<file path="config.mk">
export PLATFORM = sky130hd
export DESIGN_NAME = rmii_rx_fcs_check
export DESIGN_NICKNAME = d
export VERILOG_FILES = /design/src/rtl/eth_pkg.sv /design/src/rtl/rmii_byte_delay.sv /design/src/rtl/rmii_rx_fcs_check.sv
export SDC_FILE = /design/constraint.sdc
export NUM_CORES = 1
export LEC_CHECK = 0
export BUFFER_PORTS_ARGS = -buffer_cell sky130_fd_sc_hd__buf_2
export CORE_ASPECT_RATIO = 1.1
export CORE_UTILIZATION = 29
export DETAILED_ROUTE_END_ITERATION = 8
export PLACE_DENSITY_LB_ADDON = 0.05
export SLEW_MARGIN = 20
export SYNTH_ARGS = -nofsm -noshare
export SYNTH_HDL_FRONTEND = slang
export SYNTH_SLANG_ARGS = --single-unit
</file>
<file path="constraint.sdc">
create_clock -name clk -period 4.5 [get_ports clk]
set_clock_uncertainty 0.1 [all_clocks]
set_input_delay 0.45 -clock clk [delete_from_list [all_inputs] [get_ports clk]]
set_output_delay 0.45 -clock clk [all_outputs]
set_load 0.01 [all_outputs]
</file>
<file path="src/rtl/eth_pkg.sv">
// Shared Ethernet receive constants, rx FSM state type and the reflected CRC-32 dibit step.
// Used by rmii_rx_fcs_check and rmii_byte_delay.
package eth_pkg;

  localparam logic [31:0] CRC32_INIT    = 32'hFFFF_FFFF;
  localparam logic [31:0] CRC32_POLY    = 32'hEDB8_8320;
  localparam logic [31:0] CRC32_RESIDUE = 32'hDEBB_20E3;
  localparam logic [1:0]  PRE_DIBIT     = 2'b01;
  localparam logic [1:0]  SFD_DIBIT     = 2'b11;
  localparam int          FCS_BYTES     = 4;

  typedef enum logic [2:0] {
    DROP = 3'd0,
    IDLE = 3'd1,
    PRE  = 3'd2,
    DATA = 3'd3,
    END  = 3'd4
  } rx_state_e;

  // Two serial steps of the reflected CRC; dibit[0] is the earlier bit on the wire.
  function automatic logic [31:0] crc32_step2(input logic [31:0] crc, input logic [1:0] dibit);
    logic [31:0] c;
    c = crc;
    for (int i = 0; i < 2; i++) begin
      c = (c[0] ^ dibit[i]) ? ((c >> 1) ^ CRC32_POLY) : (c >> 1);
    end
    return c;
  endfunction

endpackage

</file>
<file path="src/rtl/rmii_byte_delay.sv">
// Fixed-depth byte delay line: each push shifts a byte in and, once full, emits the oldest byte
// one cycle later. Flush empties the line so the trailing FCS bytes are never emitted.
module rmii_byte_delay
  import eth_pkg::*;
#(
  parameter int DEPTH = FCS_BYTES
) (
  input  logic       clk,
  input  logic       rst_n,
  input  logic       push,
  input  logic       flush,
  input  logic [7:0] din,
  output logic [7:0] dout,
  output logic       out_valid
);

  localparam int FILL_W = $clog2(DEPTH + 1);
  localparam logic [FILL_W-1:0] FULL_C = FILL_W'(DEPTH);

  logic [DEPTH-1:0][7:0] line;
  logic [FILL_W-1:0]     fill;
  logic                  displace;

  assign displace = push && !flush && (fill == FULL_C);

  always_ff @(posedge clk or negedge rst_n) begin
    if (!rst_n) begin
      line      <= '0;
      fill      <= '0;
      dout      <= 8'h00;
      out_valid <= 1'b0;
    end else begin
      out_valid <= displace;
      if (displace) begin
        dout <= line[DEPTH-1];
      end
      if (flush) begin
        fill <= '0;
      end else if (push) begin
        line <= {line[DEPTH-2:0], din};
        if (fill != FULL_C) begin
          fill <= fill + 1'b1;
        end
      end
    end
  end

endmodule

</file>
<file path="src/rtl/rmii_rx_fcs_check.sv">
// RMII receive front end: preamble/SFD strip, dibit-to-byte assembly, CRC-32 residue check, FCS strip
// and per-frame status. Optional frame counters stat_good/stat_bad when RMII_RX_STATS_EN is defined.
module rmii_rx_fcs_check
  import eth_pkg::*;
#(
  parameter int PREAMBLE_MIN = 8,
  parameter int MIN_FRAME    = 64,
  parameter int LEN_W        = 11
) (
  input  logic             clk,
  input  logic             rst_n,
  input  logic [1:0]       rxd,
  input  logic             crs_dv,
  output logic [7:0]       m_data,
  output logic             m_valid,
  output logic             rx_done,
  output logic             rx_ok,
  output logic             rx_crc_err,
  output logic             rx_align_err,
  output logic             rx_runt,
  output logic [LEN_W-1:0] rx_len
`ifdef RMII_RX_STATS_EN
  ,
  output logic [31:0]      stat_good,
  output logic [31:0]      stat_bad
`endif
);

  localparam logic [7:0]  PRE_MIN_C   = 8'(PREAMBLE_MIN);
  localparam logic [15:0] MIN_FRAME_C = 16'(MIN_FRAME);

  // Handshake: m_valid is a one-cycle strobe with no back-pressure; m_data is meaningful only while
  // m_valid=1, and the status bits and rx_len only while rx_done=1.

  rx_state_e        rx_state;
  rx_state_e        rx_state_nxt;
  logic [7:0]       pre_cnt;
  logic [1:0]       dib_idx;
  logic [5:0]       asm_sr;
  logic [31:0]      crc;
  logic [15:0]      byte_cnt;
  logic [LEN_W-1:0] len_cnt;
  logic             pre_seen;
  logic             data_dibit;
  logic             frame_end;
  logic             byte_done;
  logic [7:0]       byte_full;
  logic             crc_bad;
  logic             align_bad;
  logic             runt;

  always_ff @(posedge clk or negedge rst_n) begin
    if (!rst_n) begin
      rx_state <= DROP;
    end else begin
      rx_state <= rx_state_nxt;
    end
  end

  always_comb begin
    rx_state_nxt = rx_state;
    unique case (rx_state)
      DROP: if (!crs_dv) rx_state_nxt = IDLE;
      IDLE: if (crs_dv && (rxd == PRE_DIBIT)) rx_state_nxt = PRE;
      PRE: begin
        if (!crs_dv) begin
          rx_state_nxt = IDLE;
        end else if (rxd == PRE_DIBIT) begin
          rx_state_nxt = PRE;
        end else if ((rxd == SFD_DIBIT) && (pre_cnt >= PRE_MIN_C)) begin
          rx_state_nxt = DATA;
        end else begin
          rx_state_nxt = DROP;
        end
      end
      DATA: if (!crs_dv) rx_state_nxt = END;
      END:  rx_state_nxt = IDLE;
      default: rx_state_nxt = DROP;
    endcase
  end

  always_comb begin
    pre_seen   = 1'b0;
    data_dibit = 1'b0;
    frame_end  = 1'b0;
    unique case (rx_state)
      IDLE, PRE: pre_seen = crs_dv && (rxd == PRE_DIBIT);
      DATA:      data_dibit = crs_dv;
      END:       frame_end = 1'b1;
      default: ;
    endcase
  end

  // The fourth dibit is still on rxd when the byte completes, so the byte is formed combinationally.
  assign byte_done = data_dibit && (dib_idx == 2'd3);
  assign byte_full = {rxd, asm_sr};
  assign crc_bad   = (crc != CRC32_RESIDUE);
  assign align_bad = (dib_idx != 2'd0);
  assign runt      = (byte_cnt < MIN_FRAME_C);

  always_ff @(posedge clk or negedge rst_n) begin
    if (!rst_n) begin
      pre_cnt  <= 8'd0;
      dib_idx  <= 2'd0;
      asm_sr   <= 6'd0;
      crc      <= CRC32_INIT;
      byte_cnt <= 16'd0;
      len_cnt  <= '0;
    end else begin
      if (rx_state == IDLE) begin
        pre_cnt <= pre_seen ? 8'd1 : 8'd0;
      end else if (pre_seen && (pre_cnt != 8'hFF)) begin
        pre_cnt <= pre_cnt + 8'd1;
      end
      if (data_dibit) begin
        crc     <= crc32_step2(crc, rxd);
        dib_idx <= dib_idx + 2'd1;
        asm_sr  <= {rxd, asm_sr[5:2]};
        if (byte_done && (byte_cnt != 16'hFFFF)) begin
          byte_cnt <= byte_cnt + 16'd1;
        end
      end
      if (m_valid && (len_cnt != {LEN_W{1'b1}})) begin
        len_cnt <= len_cnt + 1'b1;
      end
      if (frame_end) begin
        dib_idx  <= 2'd0;
        asm_sr   <= 6'd0;
        crc      <= CRC32_INIT;
        byte_cnt <= 16'd0;
        len_cnt  <= '0;
      end
    end
  end

  rmii_byte_delay #(
    .DEPTH (FCS_BYTES)
  ) u_byte_delay (
    .clk       (clk),
    .rst_n     (rst_n),
    .push      (byte_done),
    .flush     (frame_end),
    .din       (byte_full),
    .dout      (m_data),
    .out_valid (m_valid)
  );

  // Status is registered out of END, which keeps rx_done two cycles behind the last payload byte.
  always_ff @(posedge clk or negedge rst_n) begin
    if (!rst_n) begin
      rx_done      <= 1'b0;
      rx_ok        <= 1'b0;
      rx_crc_err   <= 1'b0;
      rx_align_err <= 1'b0;
      rx_runt      <= 1'b0;
      rx_len       <= '0;
    end else begin
      rx_done      <= frame_end;
      rx_ok        <= frame_end && !(crc_bad || align_bad || runt);
      rx_crc_err   <= frame_end && crc_bad;
      rx_align_err <= frame_end && align_bad;
      rx_runt      <= frame_end && runt;
      rx_len       <= frame_end ? len_cnt : '0;
    end
  end

`ifdef RMII_RX_STATS_EN
  always_ff @(posedge clk or negedge rst_n) begin
    if (!rst_n) begin
      stat_good <= 32'd0;
      stat_bad  <= 32'd0;
    end else if (rx_done) begin
      if (rx_ok) begin
        stat_good <= stat_good + 32'd1;
      end else begin
        stat_bad <= stat_bad + 32'd1;
      end
    end
  end
`endif

endmodule

</file>
# After elaboration in Yosys (flattened, before gate mapping)
# Index checks and enable logic that the tools add are counted.
dict set report word_totals {
  ff_bits 138
  inputBits 5
  wordCells 107
  output_inout_bits 25
}
dict set report op_classes {
  n_lt_le_gt_ge 2
  mux 30
  bitwise_logic 5
  reduce_logical 29
  eq_ne 16
  add_sub_neg 5
}
# op n
set op_table {}
lappend op_table {{2-to-1 mux 32 bit} 4}
lappend op_table {{2-to-1 mux 16 bit} 3}
lappend op_table {{2-to-1 mux 11 bit} 3}
lappend op_table {{!= test 32 bit (second input constant)} 1}
lappend op_table {{inverter 13 -> 14 bit} 2}
lappend op_table {{2-to-1 mux 3 bit} 6}
lappend op_table {{adder 16 x 1 -> 16 bit (second input constant)} 1}
lappend op_table {{less-than comparator 16 x 7 -> 1 bit (second input constant)} 1}
lappend op_table {{2-to-1 mux 8 bit} 2}
lappend op_table {{!= test 16 bit (second input constant)} 1}
lappend op_table {{case mux 3 bit (5 select lines)} 1}
lappend op_table {{nonzero test 2 bit} 7}
lappend op_table {{logical AND 1 bit} 12}
lappend op_table {{2-to-1 mux 6 bit} 2}
lappend op_table {{adder 11 x 1 -> 11 bit (second input constant)} 1}
lappend op_table {{!= test 11 bit (second input constant)} 1}
lappend op_table {{2-to-1 mux 2 bit} 5}
lappend op_table {{adder 8 x 1 -> 8 bit (second input constant)} 1}
lappend op_table {{>= comparator 8 x 4 -> 1 bit (second input constant)} 1}
lappend op_table {{!= test 8 bit (second input constant)} 1}
lappend op_table {{equality test 3 x 2 -> 1 bit (second input constant)} 2}
lappend op_table {{equality test 3 bit (second input constant)} 2}
lappend op_table {{!= test 2 bit (second input constant)} 3}
lappend op_table {{AND reduction 2 bit} 3}
lappend op_table {{other kinds (14)} 21}

# Longest topological paths before layout
# Gate-level depths: netlist of run 1.
dict set report depth {
  ltp_word 7
  depth_mapped 8
  ltp_nobuf 6
}

# Cells and area by module
# Synthesis of run 1 repeated with hierarchy kept, for this count alone.
dict set report unflattened {
  cells_unflattened 519
  hier_area_um2 6261.0
}
# module n_inst cells_each area_per_inst_um2
set modules_own_cells {}
lappend modules_own_cells {rmii_rx_fcs_check 1 414 4394.2}
lappend modules_own_cells {rmii_byte_delay 1 105 1866.8}

# Least setup slack after synthesis of run 1
# No wires, ideal clock.
dict set report synth_timing {
  path_kind {reg-to-reg}
  startpoint {register rx_state[2]}
  endpoint {register byte_cnt[10]}
  path_stages_with_launch 6
  path_slack_ns 2.745
  t_arrival_ns 1.515
  cell_sequence {dfrtp_1 -> and4b_1 -> buf_2 -> nand4_1 -> o311ai_0 -> o41ai_1}
}
dict set report synth_via {
  elab_chain_len 6
  word_cells_on_any_way 10
  cone_classes {2 x eq/ne; 3 x mux; 5 x reduce/logical}
}
# item line
set synth_lines {}
lappend synth_lines {{start: declaration} rmii_rx_fcs_check.sv:35} ;# rx_state_e rx_state;
lappend synth_lines {{start signal: assignment} rmii_rx_fcs_check.sv:56} ;# rx_state <= rx_state_nxt;
lappend synth_lines {{equality test 3 x 2 -> 1 bit} rmii_rx_fcs_check.sv:86} ;# unique case (rx_state)
lappend synth_lines {{2-to-1 mux 1 bit} rmii_rx_fcs_check.sv:86}
lappend synth_lines {{logical AND 1 bit} rmii_rx_fcs_check.sv:95} ;# assign byte_done = data_dibit && (dib_idx == 2'd3);
lappend synth_lines {{logical AND 1 bit} rmii_rx_fcs_check.sv:119} ;# if (byte_done && (byte_cnt != 16'hFFFF)) begin
lappend synth_lines {{nonzero test 2 bit (no source line)} -}
lappend synth_lines {{AND reduction 2 bit (no source line)} -}
lappend synth_lines {{end signal: assignment} rmii_rx_fcs_check.sv:120} ;# byte_cnt <= byte_cnt + 16'd1;
lappend synth_lines {{end: declaration} rmii_rx_fcs_check.sv:41} ;# logic [15:0] byte_cnt;
# Several ways; a longest one is shown, not always the timed one.
# A chain may end at the register's enable or synchronous reset.

# Final worst setup path of run 1
dict set report layout_timing {
  startpoint {register rx_state[1]}
  endpoint {register crc[13]}
}
dict set report layout_via {
  elab_chain_len 3
  word_cells_on_any_way 6
  cone_classes {2 x eq/ne; 3 x mux; 1 x reduce/logical}
}
# item line
set layout_lines {}
lappend layout_lines {{equality test 3 bit or equality test 3 x 2 -> 1 bit (tied branches)} rmii_rx_fcs_check.sv:86}
lappend layout_lines {{2-to-1 mux 1 bit} rmii_rx_fcs_check.sv:86}
lappend layout_lines {{2-to-1 mux 32 bit or nonzero test 2 bit (tied branches)} -}
lappend layout_lines {{end signal: assignment} rmii_rx_fcs_check.sv:116} ;# crc <= crc32_step2(crc, rxd);
lappend layout_lines {{end: declaration} rmii_rx_fcs_check.sv:40} ;# logic [31:0] crc;
# Several ways; a longest one is shown, not always the timed one.

==> results of run 1 <==
worst max path at each step:
stage / endpoint / slack (ns) / depth (start not counted)
floorplan: byte_cnt[10] / 2.75 / 5
global placement: dib_idx[1] / 1.80 / 4
detailed placement: crc[12] / 1.80 / 4
CTS: crc[13] / 1.81 / 4
global route: dib_idx[0] / 1.86 / 7
finish: crc[13] / 2.15 / 4
worst register-to-register path, delay by kind of cell, from the launching register on:
| kind | cells | cell delay (ns) |
|---|---|---|
| AO/OA/AOI/OAI | 1 | 0.26 |
| flip-flops | 1 | 0.47 |
| AND/OR/NAND/NOR | 3 | 1.47 |
layout make-up:
type	instances	area share, %
clock buffers	17	5.83
well taps	285	4.89
flip-flops and latches	138	47.9
clock inverters	15	2.23
multi-input cells	411	35.7
repair buffers	36	2.80
inverters	13	0.669
metrics by stage:
| stage | power [mW] | cell area (sq um) | hold WS [ns] | worst slack, ns | utilization [%] |
|---|---|---|---|---|---|
| 2_1_floorplan | 2.33 | 6240 | 0.0544 | 2.75 | - |
| 4_1_cts | 3.97 | 7290 | 0.108 | 1.81 | 35.0 |
| 3_5_place_dp | 2.54 | 6700 | 0.350 | 1.80 | 32.2 |
| 5_1_grt | 4.14 | 7290 | 0.146 | 1.86 | 35.0 |
| 3_3_place_gp | 2.53 | 6700 | 0.350 | 1.80 | 32.2 |
| 6_report | 3.90 | 7290 | 0.0331 | 2.15 | 35.0 |
routing by layer:
layer	track usage, %	share of wire, %
met1	16.6	47
met4	4.35	0.99
met3	3.13	2.6
met2	22.0	49
met5	0	0
cells by family after synthesis:
family,Yosys count,share of synthesized area (%)
AOI/OAI and AO/OA,89,11.3
xor gates and xnor gates,27,4.69
adders and majority gates,8,1.60
buffers and inverters,36,2.31
DFF,138,56.0
muxes,17,2.91
and+or+nand+nor,270,21.2
cell usage in the layout, fill, tap and decap left out, drive strengths merged, types with 8 or more instances in the layout:
master and count:
nor2 24, inv 18, or4 8, dfstp 32, a21oi 18, ha 8, clkbuf 17, and2 11
a2bb2oi 19, mux2 9, nand3 21, o21ai 9, mux2i 8, dfrtp 106, buf 36, nand2 136
nand4 18, xnor2 22
power by group through the flow:
stage | Combinational [mW] | Sequential (mW) | Clock (mW)
final | 0.728 | 1.77 | 1.40
after global routing | 0.827 | 1.81 | 1.50
after detailed placement | 0.751 | 1.79 | 0
after CTS | 0.752 | 1.77 | 1.44
after floorplan | 0.610 | 1.72 | 0
after global placement | 0.745 | 1.79 | 0
registers in the layout (all words and copies together) (netlist names), 6 cells and up:
name               flops
len_cnt               11
pre_cnt                8
u_byte_delay.dout      8
crc                   32
u_byte_delay.line     32
byte_cnt              16
rx_len                11
asm_sr                 6
==> run metrics, run 1 <==
status complete, no violations; wire per inst 14.7 um; Max IR drop VDD 0.000263 V; via count 4,402; router iterations before antenna repair 4; Mapped Cells 585; Yosys top cell by area dfrtp_1; Flop pwr share 45.4%; Final GP Congestion 0.697; CP Launch Type flip-flop; Setup Buffers After CTS 0; Final Non-Filler Cells 915; final net count 630; unrepaired setup endpoints after global routing no; yosys warns 0; Top delay family on crit path simple AND/OR/NAND/NOR gates; crit path DAT 2.61 ns; number of global-route vias before repair 4,430; Post-Syn Nets 598; Slew @ Worst Pin 0.979 ns; net switching power 1.16 mW; most area-consuming cells after synthesis dfrtp_1 (43%), dfstp_2 (13%), nand2_1 (8.2%), xnor2_1 (3.1%), a2bb2oi_1 (1.8%); critical path cell sequence nor2b_1 > nand3_1 > nand2_2 > o22a_1; initial core utilization 29.9%; slowest CP cell nand2_2; Cell Area, Synth 6240 sq um; CTS Sinks 138; Crit Reg-Reg Startpoint rx_state[1]; sequential fraction of the synthesis area 56.0%; die height 156 um; r2r endpoint crc[13]; worst skew pair latency 0.42 ns; sw frac 29.7%; ys flop type dfrtp_1; FP Rows 55; ANT cells 0; H-tree depth 4; Worst Path Buf+Inv 0; post-CTS resize count 0; post-route setup TNS 0 ns; crit-path max FO 27; core area 20,900 sq um; Final min period 2.35 ns; WP data required 4.76 ns; Leakage 3.28 nW; Worst-path clk slew 0.06 ns; synth cell count leaders nand2_1 (136), dfrtp_1 (106), dfstp_2 (32); final WL 13.4 mm; Detailed Place HPWL 8.27 mm; Internal 2.74 mW; synth unique cells 60; fraction of layout cells with a size suffix above 1 20.0%; port buffer count 29; Reg2Reg Depth 4; Worst path max stage delay 0.72 ns; combinational share of power 18.7%; Clock Tree Buf Depth 2; Multi-input gate area 2600 sq um; gr usage total 13.1%; Fillers 2,085; Worst Setup End Kind flip-flop; Max Fclk 426 MHz; global-route wire length before repair 22.8 mm; area added between synthesis and finish 16.9%; Post-DRT Antenna Nets 0; Post-synth EDFFs 0; drt first-iter violations 210; DRC 0; dpl cells 883; Slew headroom 34.8%; Slew Limit Fails 0; CP Class reg -> reg; Die X 142 um; register-to-register setup slack 2.15 ns; Pwr Density 535 nW/um^2; worst hold path type in -> async; syn avg cell area 10.7 sq um; hold buffer count at CTS 0; MaxCap Viol Count 0; Remaining Overflow, GRT 0; cts bufs inserted 17; crit path from rx_state[1]; I/O pin total 30; Clk pwr share 35.9%; CTS tree done; ys async rst share 100%; initial antenna violation count 0; Final Hold Fails 0; CTS root buffer clkbuf_16; Synth Register Bits 138; Synth top area share 42.5%; # setup viols final 0; register area 3490 sq um; die area 22,100 sq um; top-count cell post-synth nand2_1; final critical-path share of the clock period 52.2%; largest net degree at the start of global routing 104; vias per cell 4.81
No activity file was read; power rests on OpenSTA's default activity.
==> run 2, diff against run 1 <==
==> constraint.sdc (replaced) <==
create_clock -name clk -period 1.9 [get_ports clk]
set_clock_uncertainty 0.1 [all_clocks]
set_input_delay 0.19 -clock clk [delete_from_list [all_inputs] [get_ports clk]]
set_output_delay 0.19 -clock clk [all_outputs]
set_load 0.01 [all_outputs]
==> run metrics, run 2 (synthesis gave the netlist of run 1 again) <==
status complete, no violations; initial core utilization 29.9% (unchanged); Final min period 1.89 ns (-0.459 ns); worst skew pair latency 0.42 ns (about the same); die area 22,100 sq um (unchanged); CTS root buffer clkbuf_16; Largest regs crc x32, u_byte_delay.line x32, byte_cnt x16; Leakage 3.46 nW (+5.2%); Worst Path Buf+Inv 1 (+1); port buffer count 29 (unchanged); final WL 13.9 mm (+3.4%); WP data required 2.14 ns (-2.62 ns); Slew headroom 59.1% (+24 points); die height 156 um (unchanged); number of global-route vias before repair 4,530 (+2.3%); Flop pwr share 45.6% (+0.2 points); CTS Sinks 138 (unchanged); critical path cell sequence and4b_2 > buf_4 > nand4_1 > or4_1 > a21oi_2; CP Class reg -> reg; crit path DAT 2.13 ns (-0.48 ns); Clk pwr share 33.1% (-2.8 points); CP Launch Type flip-flop; Final Hold Fails 0 (unchanged); unrepaired setup endpoints after global routing yes; H-tree depth 4 (unchanged); commonest non-fill, non-tap cells in the layout nand2_1 (135), dfrtp_1 (105), buf_4 (36), dfstp_2 (32), buf_2 (28); wire per inst 14.6 um (-0.31%); Worst-path clk slew 0.06 ns (about the same); Slew Limit Fails 0 (unchanged); Internal 6.35 mW (+130%); CTS tree done; slowest CP cell or4_1; Max IR drop VDD 0.000634 V (+140%); GR Layer Usage met3 3.01% (-0.12 points); Worst Setup End Kind flip-flop; final critical-path share of the clock period 99.4% (+47 points); Die X 142 um (unchanged); largest net degree at the start of global routing 60 (-42%); final net count 664 (+5.4%); Max Fclk 529 MHz (+24%); worst hold path type in -> reg; sw frac 30.1% (+0.45 points); global-route wire length before repair 23.7 mm (+4.0%); fraction of layout cells with a size suffix above 1 25.0% (+5.0 points); MaxCap Viol Count 0 (unchanged); Pwr Density 1200 nW/um^2 (+120%); DRC 0 (unchanged); vias per cell 4.73 (-1.7%); FP Rows 55 (unchanged); area added between synthesis and finish 21.6%; gr usage total 13.7% (+0.57 points); Final GP Congestion 0.808 (+16%); net switching power 2.74 mW (+140%); routing usage on met2 22.2% (+0.23 points); met1 Usage GRT 18.0% (+1.4 points); initial antenna violation count 0 (unchanged); Overall Power 9.09 mW (+130%); router iterations before antenna repair 4 (unchanged); CP Depth 5 (+1); drt first-iter violations 202 (-3.8%); ANT cells 0 (unchanged); global route hottest layer met2; # setup viols final 0 (unchanged); Clock Tree Buf Depth 2 (unchanged); core area 20,900 sq um (unchanged); Worst path max stage delay 0.53 ns (-0.19 ns); Reg2Reg Depth 5 (+1); I/O pin total 30 (unchanged); Post-DRT Antenna Nets 0 (unchanged); Detailed Place HPWL 9.09 mm (+10%); hold depth 4; Top delay family on crit path simple AND/OR/NAND/NOR gates; Remaining Overflow, GRT 0 (unchanged); combinational share of power 21.3% (+2.6 points); post-route setup TNS 0 ns (unchanged); via count 4,487 (+1.9%); Slew @ Worst Pin 0.613 ns (-0.365 ns); commonest non-fill, non-tap cell in the layout nand2_1; crit-path max FO 5 (-81%); cts bufs inserted 17 (unchanged)
-- run 2: power groups by stage --
stage | Clock, mW | Combinational (mW) | Sequential, mW
floorplan | 0 | 1.45 | 4.07
global placement | 0 | 1.96 | 4.18
detailed placement | 0 | 1.96 | 4.19
CTS | 3.12 | 1.98 | 4.15
global route | 3.24 | 2.15 | 4.23
finish | 3.01 | 1.94 | 4.15
-- run 2: final cells by class --
type / instances / area, sq um
fill: 2124 / 13300
clock buffer: 18 / 439
clock inverter: 14 / 97.6
multi-input combinational: 411 / 2640
tap: 285 / 357
sequential: 138 / 3490
inverter: 13 / 48.8
timing repair buffer: 70 / 512
-- run 2: tightest hold or removal path: stages --
cell     delay (ns)
buf_2          0.08
buf_4          0.17
nand2_1        0.06
nand2_1        0.05
-- run 2: repair_timing --
action,CTS,global route
setup buffers,1,4
endpoints found under the setup margin,5,26
pin swaps,0,4
gates resized for setup,2,8
hold buffers,1,0
hold endpoints to repair,22,0
-- run 2: per-layer routing --
metal	vias to the layer above	part of all wire, %
met4	0	1.3
li1	2200	-
met3	16	2.1
met5	-	0
met1	2225	49
met2	46	48
-- run 2: metrics by stage --
stage | utilization, % | hold WS [ns] | cells | worst slack [ns] | cell area (sq um)
4_1_cts | 36.1 | 0.0566 | 945 | 0.0383 | 7530
6_report | 36.4 | 0.0764 | 949 | 0.0113 | 7580
3_5_place_dp | 33.4 | 0.129 | 911 | -0.0103 | 6960
5_1_grt | 36.4 | 0.0843 | 949 | -0.0698 | 7580
3_3_place_gp | 33.4 | 0.126 | 911 | 0.0274 | 6960
2_1_floorplan | - | -0.206 | 585 | 0.145 | 6240
-- run 2: worst paths after layout --
kind,to,from,slack [ns]
max in group asynchronous,u_byte_delay.line[8],rst_n,0.84
hold reg to reg,u_byte_delay.line[20],u_byte_delay.line[12],0.36
min in group asynchronous,len_cnt[7],rst_n,0.24
setup reg to reg,byte_cnt[11],rx_state[1],0.01
setup / recovery,byte_cnt[11],rx_state[1],0.01
hold / removal,u_byte_delay.line[7],rxd[1],0.08
